<file path="src/rtl/lcd_pkg.sv">
// Shared types for the HD44780 write sequencer: FSM states, request record, command codes.
package lcd_pkg;

    typedef enum logic [2:0] {
        StIdle,
        StSetup,
        StPulse,
        StHold,
        StExec
    } lcdState_e;

    typedef struct packed {
        logic       rs;
        logic [7:0] data;
    } lcdReq_t;

    localparam logic [7:0] LCD_CMD_CLEAR    = 8'h01;
    localparam logic [7:0] LCD_CMD_HOME     = 8'h02;
    // The controller ignores bit 0 of return-home, so 8'h03 is also a home command.
    localparam logic [7:0] LCD_CMD_HOME_ALT = 8'h03;

    // Clear and return-home need the long execution wait.
    function automatic logic isLongCmd(lcdReq_t req);
        return !req.rs && (req.data inside {LCD_CMD_CLEAR, LCD_CMD_HOME, LCD_CMD_HOME_ALT});
    endfunction

endpackage

</file>
<file path="src/rtl/lcd_req_fifo.sv">
// Synchronous request FIFO; full/empty come from an extra wrap bit on each pointer.
module lcd_req_fifo
    import lcd_pkg::*;
#(
    parameter int unsigned DEPTH = 4
) (
    input  logic    clk,
    input  logic    rst,
    input  logic    push,
    input  lcdReq_t pushReq,
    input  logic    pop,
    output lcdReq_t popReq,
    output logic    full,
    output logic    empty
);

    localparam int unsigned AW = $clog2(DEPTH);

    lcdReq_t       mem [DEPTH];
    logic [AW:0]   wrPtrQ, rdPtrQ;
    logic          doPush, doPop;

    assign doPush = push && !full;
    assign doPop  = pop && !empty;

    always_ff @(posedge clk) begin
        if (rst) begin
            wrPtrQ <= '0;
            rdPtrQ <= '0;
        end else begin
            if (doPush) wrPtrQ <= wrPtrQ + (AW + 1)'(1);
            if (doPop)  rdPtrQ <= rdPtrQ + (AW + 1)'(1);
        end
    end

    always_ff @(posedge clk) begin
        if (doPush) mem[wrPtrQ[AW-1:0]] <= pushReq;
    end

    assign popReq = mem[rdPtrQ[AW-1:0]];
    assign empty  = (wrPtrQ == rdPtrQ);
    assign full   = (wrPtrQ[AW] != rdPtrQ[AW]) && (wrPtrQ[AW-1:0] == rdPtrQ[AW-1:0]);

endmodule

</file>
<file path="src/rtl/lcd_write_sequencer.sv">
// HD44780 8-bit write sequencer: setup, E pulse, hold, execution wait per byte.
// Define LCD_FIFO_EN to buffer requests in an lcd_req_fifo instead of a single latch.
module lcd_write_sequencer
    import lcd_pkg::*;
#(
    parameter int unsigned SETUP_CYCLES     = 2,
    parameter int unsigned PULSE_CYCLES     = 12,
    parameter int unsigned HOLD_CYCLES      = 2,
    parameter int unsigned EXEC_CYCLES      = 2000,
    parameter int unsigned LONG_EXEC_CYCLES = 80000,
    parameter int unsigned CNT_W            = 20,
    parameter int unsigned FIFO_DEPTH       = 4
) (
    input  logic        clk,
    input  logic        rst,
    input  logic        wr_valid,
    input  logic        wr_rs,
    input  logic [7:0]  wr_data,
    output logic        wr_ready,
    output logic        busy,
    output logic [10:0] lcd_pins
);

    localparam int unsigned MaxA = (SETUP_CYCLES > PULSE_CYCLES) ? SETUP_CYCLES : PULSE_CYCLES;
    localparam int unsigned MaxB = (HOLD_CYCLES > EXEC_CYCLES) ? HOLD_CYCLES : EXEC_CYCLES;
    localparam int unsigned MaxC = (MaxA > MaxB) ? MaxA : MaxB;
    localparam int unsigned MaxCycles = (MaxC > LONG_EXEC_CYCLES) ? MaxC : LONG_EXEC_CYCLES;

    if (SETUP_CYCLES < 1 || PULSE_CYCLES < 1 || HOLD_CYCLES < 1 || EXEC_CYCLES < 1 ||
        LONG_EXEC_CYCLES < 1) begin : gBadCycles
        $error("all *_CYCLES parameters must be >= 1");
    end
    if (CNT_W < 1 || CNT_W > 31 || ((MaxCycles - 1) >> CNT_W) != 0) begin : gBadCntW
        $error("CNT_W too narrow for the longest phase");
    end
    if (FIFO_DEPTH < 2 || (FIFO_DEPTH & (FIFO_DEPTH - 1)) != 0) begin : gBadDepth
        $error("FIFO_DEPTH must be a power of two >= 2");
    end

    lcdState_e        stateQ, stateD;
    logic [CNT_W-1:0] cntQ, cntD;
    logic             eQ, eD;
    lcdReq_t          reqQ, reqD;
    lcdReq_t          reqIn;
    logic             reqAvail;
    logic             cntZero;

`ifdef LCD_FIFO_EN
    logic    fifoFull, fifoEmpty;
    lcdReq_t pushReq;

    assign pushReq = '{rs: wr_rs, data: wr_data};

    // Pop only from IDLE, so a freshly pushed entry always waits one edge.
    lcd_req_fifo #(
        .DEPTH (FIFO_DEPTH)
    ) uReqFifo (
        .clk     (clk),
        .rst     (rst),
        .push    (wr_valid),
        .pushReq (pushReq),
        .pop     (stateQ == StIdle),
        .popReq  (reqIn),
        .full    (fifoFull),
        .empty   (fifoEmpty)
    );

    assign reqAvail = !fifoEmpty;
    assign wr_ready = !fifoFull;
    assign busy     = (stateQ != StIdle) || !fifoEmpty;
`else
    assign reqIn    = '{rs: wr_rs, data: wr_data};
    assign reqAvail = wr_valid;
    assign wr_ready = (stateQ == StIdle);
    assign busy     = (stateQ != StIdle);
`endif

    assign cntZero = (cntQ == '0);

    always_ff @(posedge clk) begin
        if (rst) begin
            stateQ <= StIdle;
            cntQ   <= '0;
            eQ     <= 1'b0;
            reqQ   <= '0;
        end else begin
            stateQ <= stateD;
            cntQ   <= cntD;
            eQ     <= eD;
            reqQ   <= reqD;
        end
    end

    always_comb begin
        stateD = stateQ;
        cntD   = cntQ;
        unique case (stateQ)
            StIdle: begin
                if (reqAvail) begin
                    stateD = StSetup;
                    cntD   = CNT_W'(SETUP_CYCLES - 1);
                end
            end
            StSetup: begin
                if (cntZero) begin
                    stateD = StPulse;
                    cntD   = CNT_W'(PULSE_CYCLES - 1);
                end else begin
                    cntD = cntQ - CNT_W'(1);
                end
            end
            StPulse: begin
                if (cntZero) begin
                    stateD = StHold;
                    cntD   = CNT_W'(HOLD_CYCLES - 1);
                end else begin
                    cntD = cntQ - CNT_W'(1);
                end
            end
            StHold: begin
                if (cntZero) begin
                    stateD = StExec;
                    cntD   = isLongCmd(reqQ) ? CNT_W'(LONG_EXEC_CYCLES - 1)
                                             : CNT_W'(EXEC_CYCLES - 1);
                end else begin
                    cntD = cntQ - CNT_W'(1);
                end
            end
            StExec: begin
                if (cntZero) begin
                    stateD = StIdle;
                end else begin
                    cntD = cntQ - CNT_W'(1);
                end
            end
            default: begin
                stateD = StIdle;
                cntD   = '0;
            end
        endcase
    end

    // rs/data stay latched from SETUP entry until the next request is taken.
    always_comb begin
        eD   = (stateD == StPulse);
        reqD = reqQ;
        if (stateQ == StIdle && reqAvail) begin
            reqD = reqIn;
        end
    end

    assign lcd_pins = {eQ, 1'b0, reqQ.rs, reqQ.data};

endmodule
</file>
<file path="config.mk">
export PLATFORM = sky130hd
export DESIGN_NAME = lcd_write_sequencer
export DESIGN_NICKNAME = d
export VERILOG_FILES = /design/src/rtl/lcd_pkg.sv /design/src/rtl/lcd_req_fifo.sv /design/src/rtl/lcd_write_sequencer.sv
export SDC_FILE = /design/constraint.sdc
export NUM_CORES = 1
export LEC_CHECK = 0
export BUFFER_PORTS_ARGS = -buffer_cell sky130_fd_sc_hd__clkbuf_2
export CAP_MARGIN = 10
export CORE_ASPECT_RATIO = 0.9
export CORE_MARGIN = 4
export CORE_UTILIZATION = 40
export CTS_BUF_LIST = sky130_fd_sc_hd__clkbuf_4
export DETAILED_ROUTE_END_ITERATION = 8
export PLACE_DENSITY = 0.66
export SLEW_MARGIN = 20
export SYNTH_ARGS = -nofsm -noshare
export SYNTH_HDL_FRONTEND = slang
export SYNTH_SLANG_ARGS = --single-unit
</file>
<file path="constraint.sdc">
create_clock -name clk -period 3.15 [get_ports clk]
set_input_delay 0.63 -clock clk [delete_from_list [all_inputs] [get_ports clk]]
set_output_delay 0.63 -clock clk [all_outputs]
set_load 0.005 [all_outputs]
</file>
==> results of run 1 <==
logic make-up after synthesis:
family,after synthesis,synth area share
flip-flops,33,0.3469
XOR/XNOR,4,0.01839
adder cells (fa/ha/maj),1,0.006569
buffers and inverters,24,0.05584
other,1,0.001969
AO/OA/AOI/OAI,83,0.3082
AND/OR/NAND/NOR,98,0.2622
layout by cell type (no fill, tap or decap), types with 8 or more instances in the layout:
master,count
nor3_1,12
nor2_1,16
nand3_1,9
inv_1,8
dfxtp_1,33
clkbuf_2,23
a21oi_1,23
nand2_1,30
o21ai_0,11
metrics by stage:
| stage | util | hold slack [ns] | cell area (um^2) |
|---|---|---|---|
| global placement | 0.4564 | 0.4623 | 2062 |
| detailed placement | 0.4564 | 0.4667 | 2062 |
| CTS | 0.4675 | 0.4845 | 2112 |
| floorplan | - | 0.4571 | 1904 |
| finish | 0.4675 | 0.4839 | 2112 |
| global route | 0.4675 | 0.4863 | 2112 |
sequential cells by signal, indices dropped and copies added, names as in the netlist:
signal / cells
eQ: 1
stateQ: 3
lcd_pins: 9
cntQ: 20
worst max-delay path, delay by kind of cell (launching register included):
family / cells / cell delay [ns]
AOI/OAI and AO/OA: 3 / 1.04
and+or+nand+nor: 2 / 1.18
DFF: 1 / 0.38
how the worst min path moves through the flow:
stage	to	slack, ns
global placement	lcd_pins[3]$_SDFFE_PP0P_	0.46
CTS	lcd_pins[3]$_SDFFE_PP0P_	0.48
finish	lcd_pins[7]$_SDFFE_PP0P_	0.48
floorplan	cntQ[11]$_SDFFE_PP0P_	0.46
detailed placement	lcd_pins[3]$_SDFFE_PP0P_	0.47
global route	lcd_pins[6]$_SDFFE_PP0P_	0.49
final cells by class:
| type | count | share of cell area |
|---|---|---|
| clock buffers | 5 | 0.01777 |
| clock inverters | 3 | 0.005924 |
| inverters | 9 | 0.01600 |
| multi-input cells | 187 | 0.5385 |
| flip-flops and latches | 33 | 0.3128 |
| well taps | 62 | 0.03673 |
| repair buffers | 28 | 0.07227 |
per-layer routing:
metal | GRT usage | vias to the layer above | share of wire
li1 | - | 969 | -
met1 | 0.2436 | 862 | 0.47
met2 | 0.2528 | 80 | 0.43
met3 | 0.04289 | 12 | 0.076
met4 | 0.08255 | 0 | 0.022
met5 | 0 | - | 0
==> metrics, run 1 <==
Starting Density 0.4215; Worst Path Max Fanout 16; #FFs+latches synth 33; initial antenna violation count 0; post-synthesis cell count ~240; # DRC 0; drt first-iter violations roughly 240; Fill cells ~450; Post-synth EDFFs 0; Root Driver clkbuf_4; Synth top cells by count 33 x dfxtp_1, 30 x nand2_1, 23 x a21oi_1; maximum clock rate 374.3 MHz; largest area contributor in the netlist dfxtp_1; Vias 1923; setup TNS 0 ns; r2r endpoint cntQ[2]$_SDFFE_PP0P_; Max Slew Vio Count 0; TritonRoute pass-1 iters 4; clk slew on worst S/H paths 0.10 ns; gr ovfl total 0; most frequent cell after synthesis dfxtp_1; Area Overhead vs Synth 10.91%; HPWL Detailed 3676 um; ys flop type dfxtp_1; Die Area between 5000 and 6000 um^2; # rows 23; htree depth 2; Worst path max stage delay between 0.6 and 0.7 ns; Std-Cell Core Area approximately 4500 um^2; Antenna Nets Post-Route 0; crit path launch cntQ[13]$_SDFFE_PP0P_; area of the multi-input gates 1137 um^2; post-cts resize count 0; final worst slack 0.4787 ns; critical path arrival 2.95 ns; antenna diode count 0; clk buf depth 2; crit path to cntQ[2]$_SDFFE_PP0P_; Nets 277; Die Height 73.46 um; Max-slew headroom 0.3490; first-pass GRT wire length 8045 um; final non-filler cell total roughly 330; required time worst endpoint about 3.4 ns; final WL 5047 um; Cell Chain, Critical Path or4_4 > or4_1 > o32ai_4 > o21ba_2 > o311a_1; cts hold-fix bufs 0; dpl ws 0.4948 ns; reg2reg start cntQ[13]$_SDFFE_PP0P_; clk_lat worst skew approximately 0.34 ns; Die Width 80.73 um; Unique masters post-synth 55; max-cap viol count 0; worst r2r path cells 5; largest net degree at the start of global routing 26; hold path cells 2; post-synth top area share 0.3469; clk sinks 33; Final setup viols 0; register area share after synthesis 0.3469; syn_area_per_cell 7.805 um^2; RD Place Congestion 0.9520; status completed; endpoint class of the critical path flop; Area contributors post-synth dfxtp_1 35%, a21oi_1 6.0%, nand2_1 5.9%, nor3_1 3.2%, nor2_1 3.2%; CP Class flop to flop; min Tclk post-route ~2.7 ns; FFs w/ async S/R, synth 0; Final Hold Violating Endpoints 0; Ys Warns 0; routed length per placed instance 15.43 um; vias per cell 5.881; slew of the pin with the lowest slew margin 0.9699 ns; GR Util All Layers 0.1750; Register Area 660.6 um^2; CTS buffer count 5; proportion of layout cells with a drive suffix above 1 0.1660; post-CTS setup buffers 0; io pins 25; IO buf count 23; worst hold path class flop to flop; RSZ-0062 raised after global routing false; placed insts 319; CTS tree yes; HP Start lcd_pins[7]$_SDFFE_PP0P_; Worst Skew 0.01208 ns; cell area after synthesis 1904 um^2; syn_nets 257; period utilization 0.8480; CP Launch Type flop; vias in the first global route 1705; CP max stage cell o32ai_4; reg-to-reg setup timing slack 0.48 ns
Power of run 1 is not shown: default switching activity piles up to over one toggle a cycle in this logic, so the estimate is an artifact.
==> run 2, diff against run 1 <==
Settings changed: ABC_AREA from default to 1.
Clock period 3.15 ns to 2.6 ns, I/O delays scaled along.
==> metrics, run 2 <==
adder and majority gate portion of the synthesized area 0.006439; RD Place Congestion ~0.94; max reg flops 20; Fill cells 484; Final Hold Violating Endpoints 0; io pins 25; clk_lat worst skew 0.34 ns; reg-to-reg setup timing slack 0.59 ns; # DRC 0; Root Driver clkbuf_4; Area Overhead vs Synth 9.659%; dpl ws roughly 0.58 ns; HPWL Detailed roughly 3500 um; post-cts resize count 0; Register Area 660.6 um^2; CP Launch Type flop; Post-synth EDFFs 0; reg2reg start cntQ[0]$_SDFFE_PP0P_; drt first-iter violations 124; Biggest register cntQ; proportion of layout cells with a drive suffix above 1 0.1468; #FFs+latches synth 33; first-pass GRT wire length 8300 um; Final setup viols 0; vias in the first global route 1836; IO buf count 23; r2r endpoint cntQ[0]$_SDFFE_PP0P_; Leakage Power between 0.001 and 0.0015 uW; RSZ-0062 raised after global routing false; maximum clock rate about 500 MHz; vias per cell 4.884; Final Util 0.4657; status completed; maximum vdd ir drop about 0.00061 V; cts hold-fix bufs 0; largest family of logic cells by synthesized area simple AND/OR/NAND/NOR gates; area of the multi-input gates 1080 um^2; Nets 339; register area share after synthesis 0.3400; Worst Skew 0.009147 ns; critical path arrival roughly 2.3 ns; commonest non-fill, non-tap cell in the layout nand2_1; endpoint class of the critical path flop; syn_nets 318; CTS buffer count 5; GR Util All Layers 0.1789; CP Class flop to flop; syn_area_per_cell about 6.4 um^2; final worst slack between 0.5 and 0.6 ns; worst hold path class primary input to flop; clk slew on worst S/H paths 0.10 ns; Antenna Nets Post-Route 0; routed length per placed instance approximately 12 um; Die Area just over 6000 um^2; largest net degree at the start of global routing 21; post-CTS setup buffers 0; Ys Warns 0; post-synth top area share 0.3400; worst r2r path cells 9; most frequent cell after synthesis nand2_1; PD cells 1498 nW/um^2; cell area after synthesis 1943 um^2; min Tclk post-route 2.008 ns; mux cell area share after synthesis 0; HP Start wr_data[5]; initial antenna violation count 0; CTS tree yes; clk buf depth 2; final WL 4541 um; most frequent cells in the layout 74 x nand2_1, 45 x nor2_1, 36 x inv_1; hold path cells 3; post-synthesis cell count 305; setup TNS 0 ns; Die Width ~81 um; Synth top cells by count 74 x nand2_1, 45 x nor2_1, 36 x inv_1; largest area contributor in the netlist dfxtp_1; Starting Density 0.4247; Die Height 74.12 um; Vias 1900; Max Slew Vio Count 0; FFs w/ async S/R, synth 0; Endpoint, Worst Hold lcd_pins[5]$_SDFFE_PP0P_; Area contributors post-synth dfxtp_1 34%, nand2_1 14%, nor2_1 8.7%, inv_1 7.0%, nand3_1 7.0%; clk sinks 33; Unique masters post-synth 32; Max-slew headroom 0.6532; antenna diode count 0; compound-cell area share of the yosys netlist 0.1449; max-cap viol count 0; htree depth 2; Std-Cell Core Area 4576 um^2; gr ovfl total 0; required time worst endpoint around 2.9 ns; Pwr Total about 3200 uW; period utilization 0.7722; # rows 23; Post-Synth Simple-Gate Area 0.3709; xor/xnor share of the synthesized area 0.03155; ys flop type dfxtp_1; TritonRoute pass-1 iters 4; Worst Path Max Fanout 20; slew of the pin with the lowest slew margin 0.5189 ns
-- run 2: changes by cell type after synthesis, moves of 6 or more --
cell and change:
inv_1 +28, clkbuf_1 -6, nand3_1 +18, xor2_1 +7, nor2_1 +29, nand2_1 +44
nor3_1 -10, o21ai_0 +8
-- run 2: kinds of logic after synthesis --
| logic type | count (synthesis) |
|---|---|
| buf+inv | 47 |
| compound gates | 50 |
| flops | 33 |
| other cells | 1 |
| simple gates | 166 |
| xor+xnor | 7 |
| fa+ha+maj | 1 |
-- run 2: worst max-delay path by stage --
stage	startpoint	end	slack [ns]
2_1_floorplan	cntQ[0]$_SDFFE_PP0P_	cntQ[15]$_SDFFE_PP0P_	1.01
3_3_place_gp	cntQ[0]$_SDFFE_PP0P_	cntQ[0]$_SDFFE_PP0P_	0.71
3_5_place_dp	cntQ[0]$_SDFFE_PP0P_	cntQ[0]$_SDFFE_PP0P_	0.58
4_1_cts	cntQ[0]$_SDFFE_PP0P_	cntQ[0]$_SDFFE_PP0P_	0.55
5_1_grt	cntQ[0]$_SDFFE_PP0P_	cntQ[0]$_SDFFE_PP0P_	0.29
6_report	cntQ[0]$_SDFFE_PP0P_	cntQ[0]$_SDFFE_PP0P_	0.59
-- run 2: where the power goes --
| group | switching [uW] | internal [uW] | total (uW) |
|---|---|---|---|
| combinational | 1370 | 731 | 2100 |
| sequential | 139 | 666 | 806 |
| clock | 175 | 113 | 288 |
-- run 2: layout make-up --
type,instances,area share
tap,62,0.03641
clock inverter,2,0.004698
sequential,33,0.3100
timing repair buffer,23,0.05402
clock buffer,6,0.02114
inverter,38,0.06694
multi-input combinational,225,0.5068
-- run 2: metrics by stage --
stage / hold slack [ns] / instance area (um^2) / std cells
final: 0.4508 / 2131 / 389
after CTS: 0.4401 / 2131 / 389
after floorplan: 0.4434 / 1943 / 305
after detailed placement: 0.4642 / 2076 / 381
after global placement: 0.4543 / 2076 / 381
after global routing: 0.4363 / 2131 / 389
-- run 2: critical path, stage by stage, from the launching register on --
cell	delay (ns)
dfxtp_1	0.34
inv_1	0.07
ha_1	0.24
nand2_1	0.14
nor2_4	0.08
nand4_1	0.10
nand2_2	0.23
nor2_1	0.42
o21ai_0	0.16
a21oi_1	0.16
-- run 2: routing by layer --
layer  track usage  share of wire  up-vias
li1              -              -     1019
met1        0.2548           0.52      836
met2        0.2577           0.42       39
met3       0.05327          0.051        6
met5             0              0        -
met4       0.05816          0.012        0
Power figures use the tool's default switching activity.
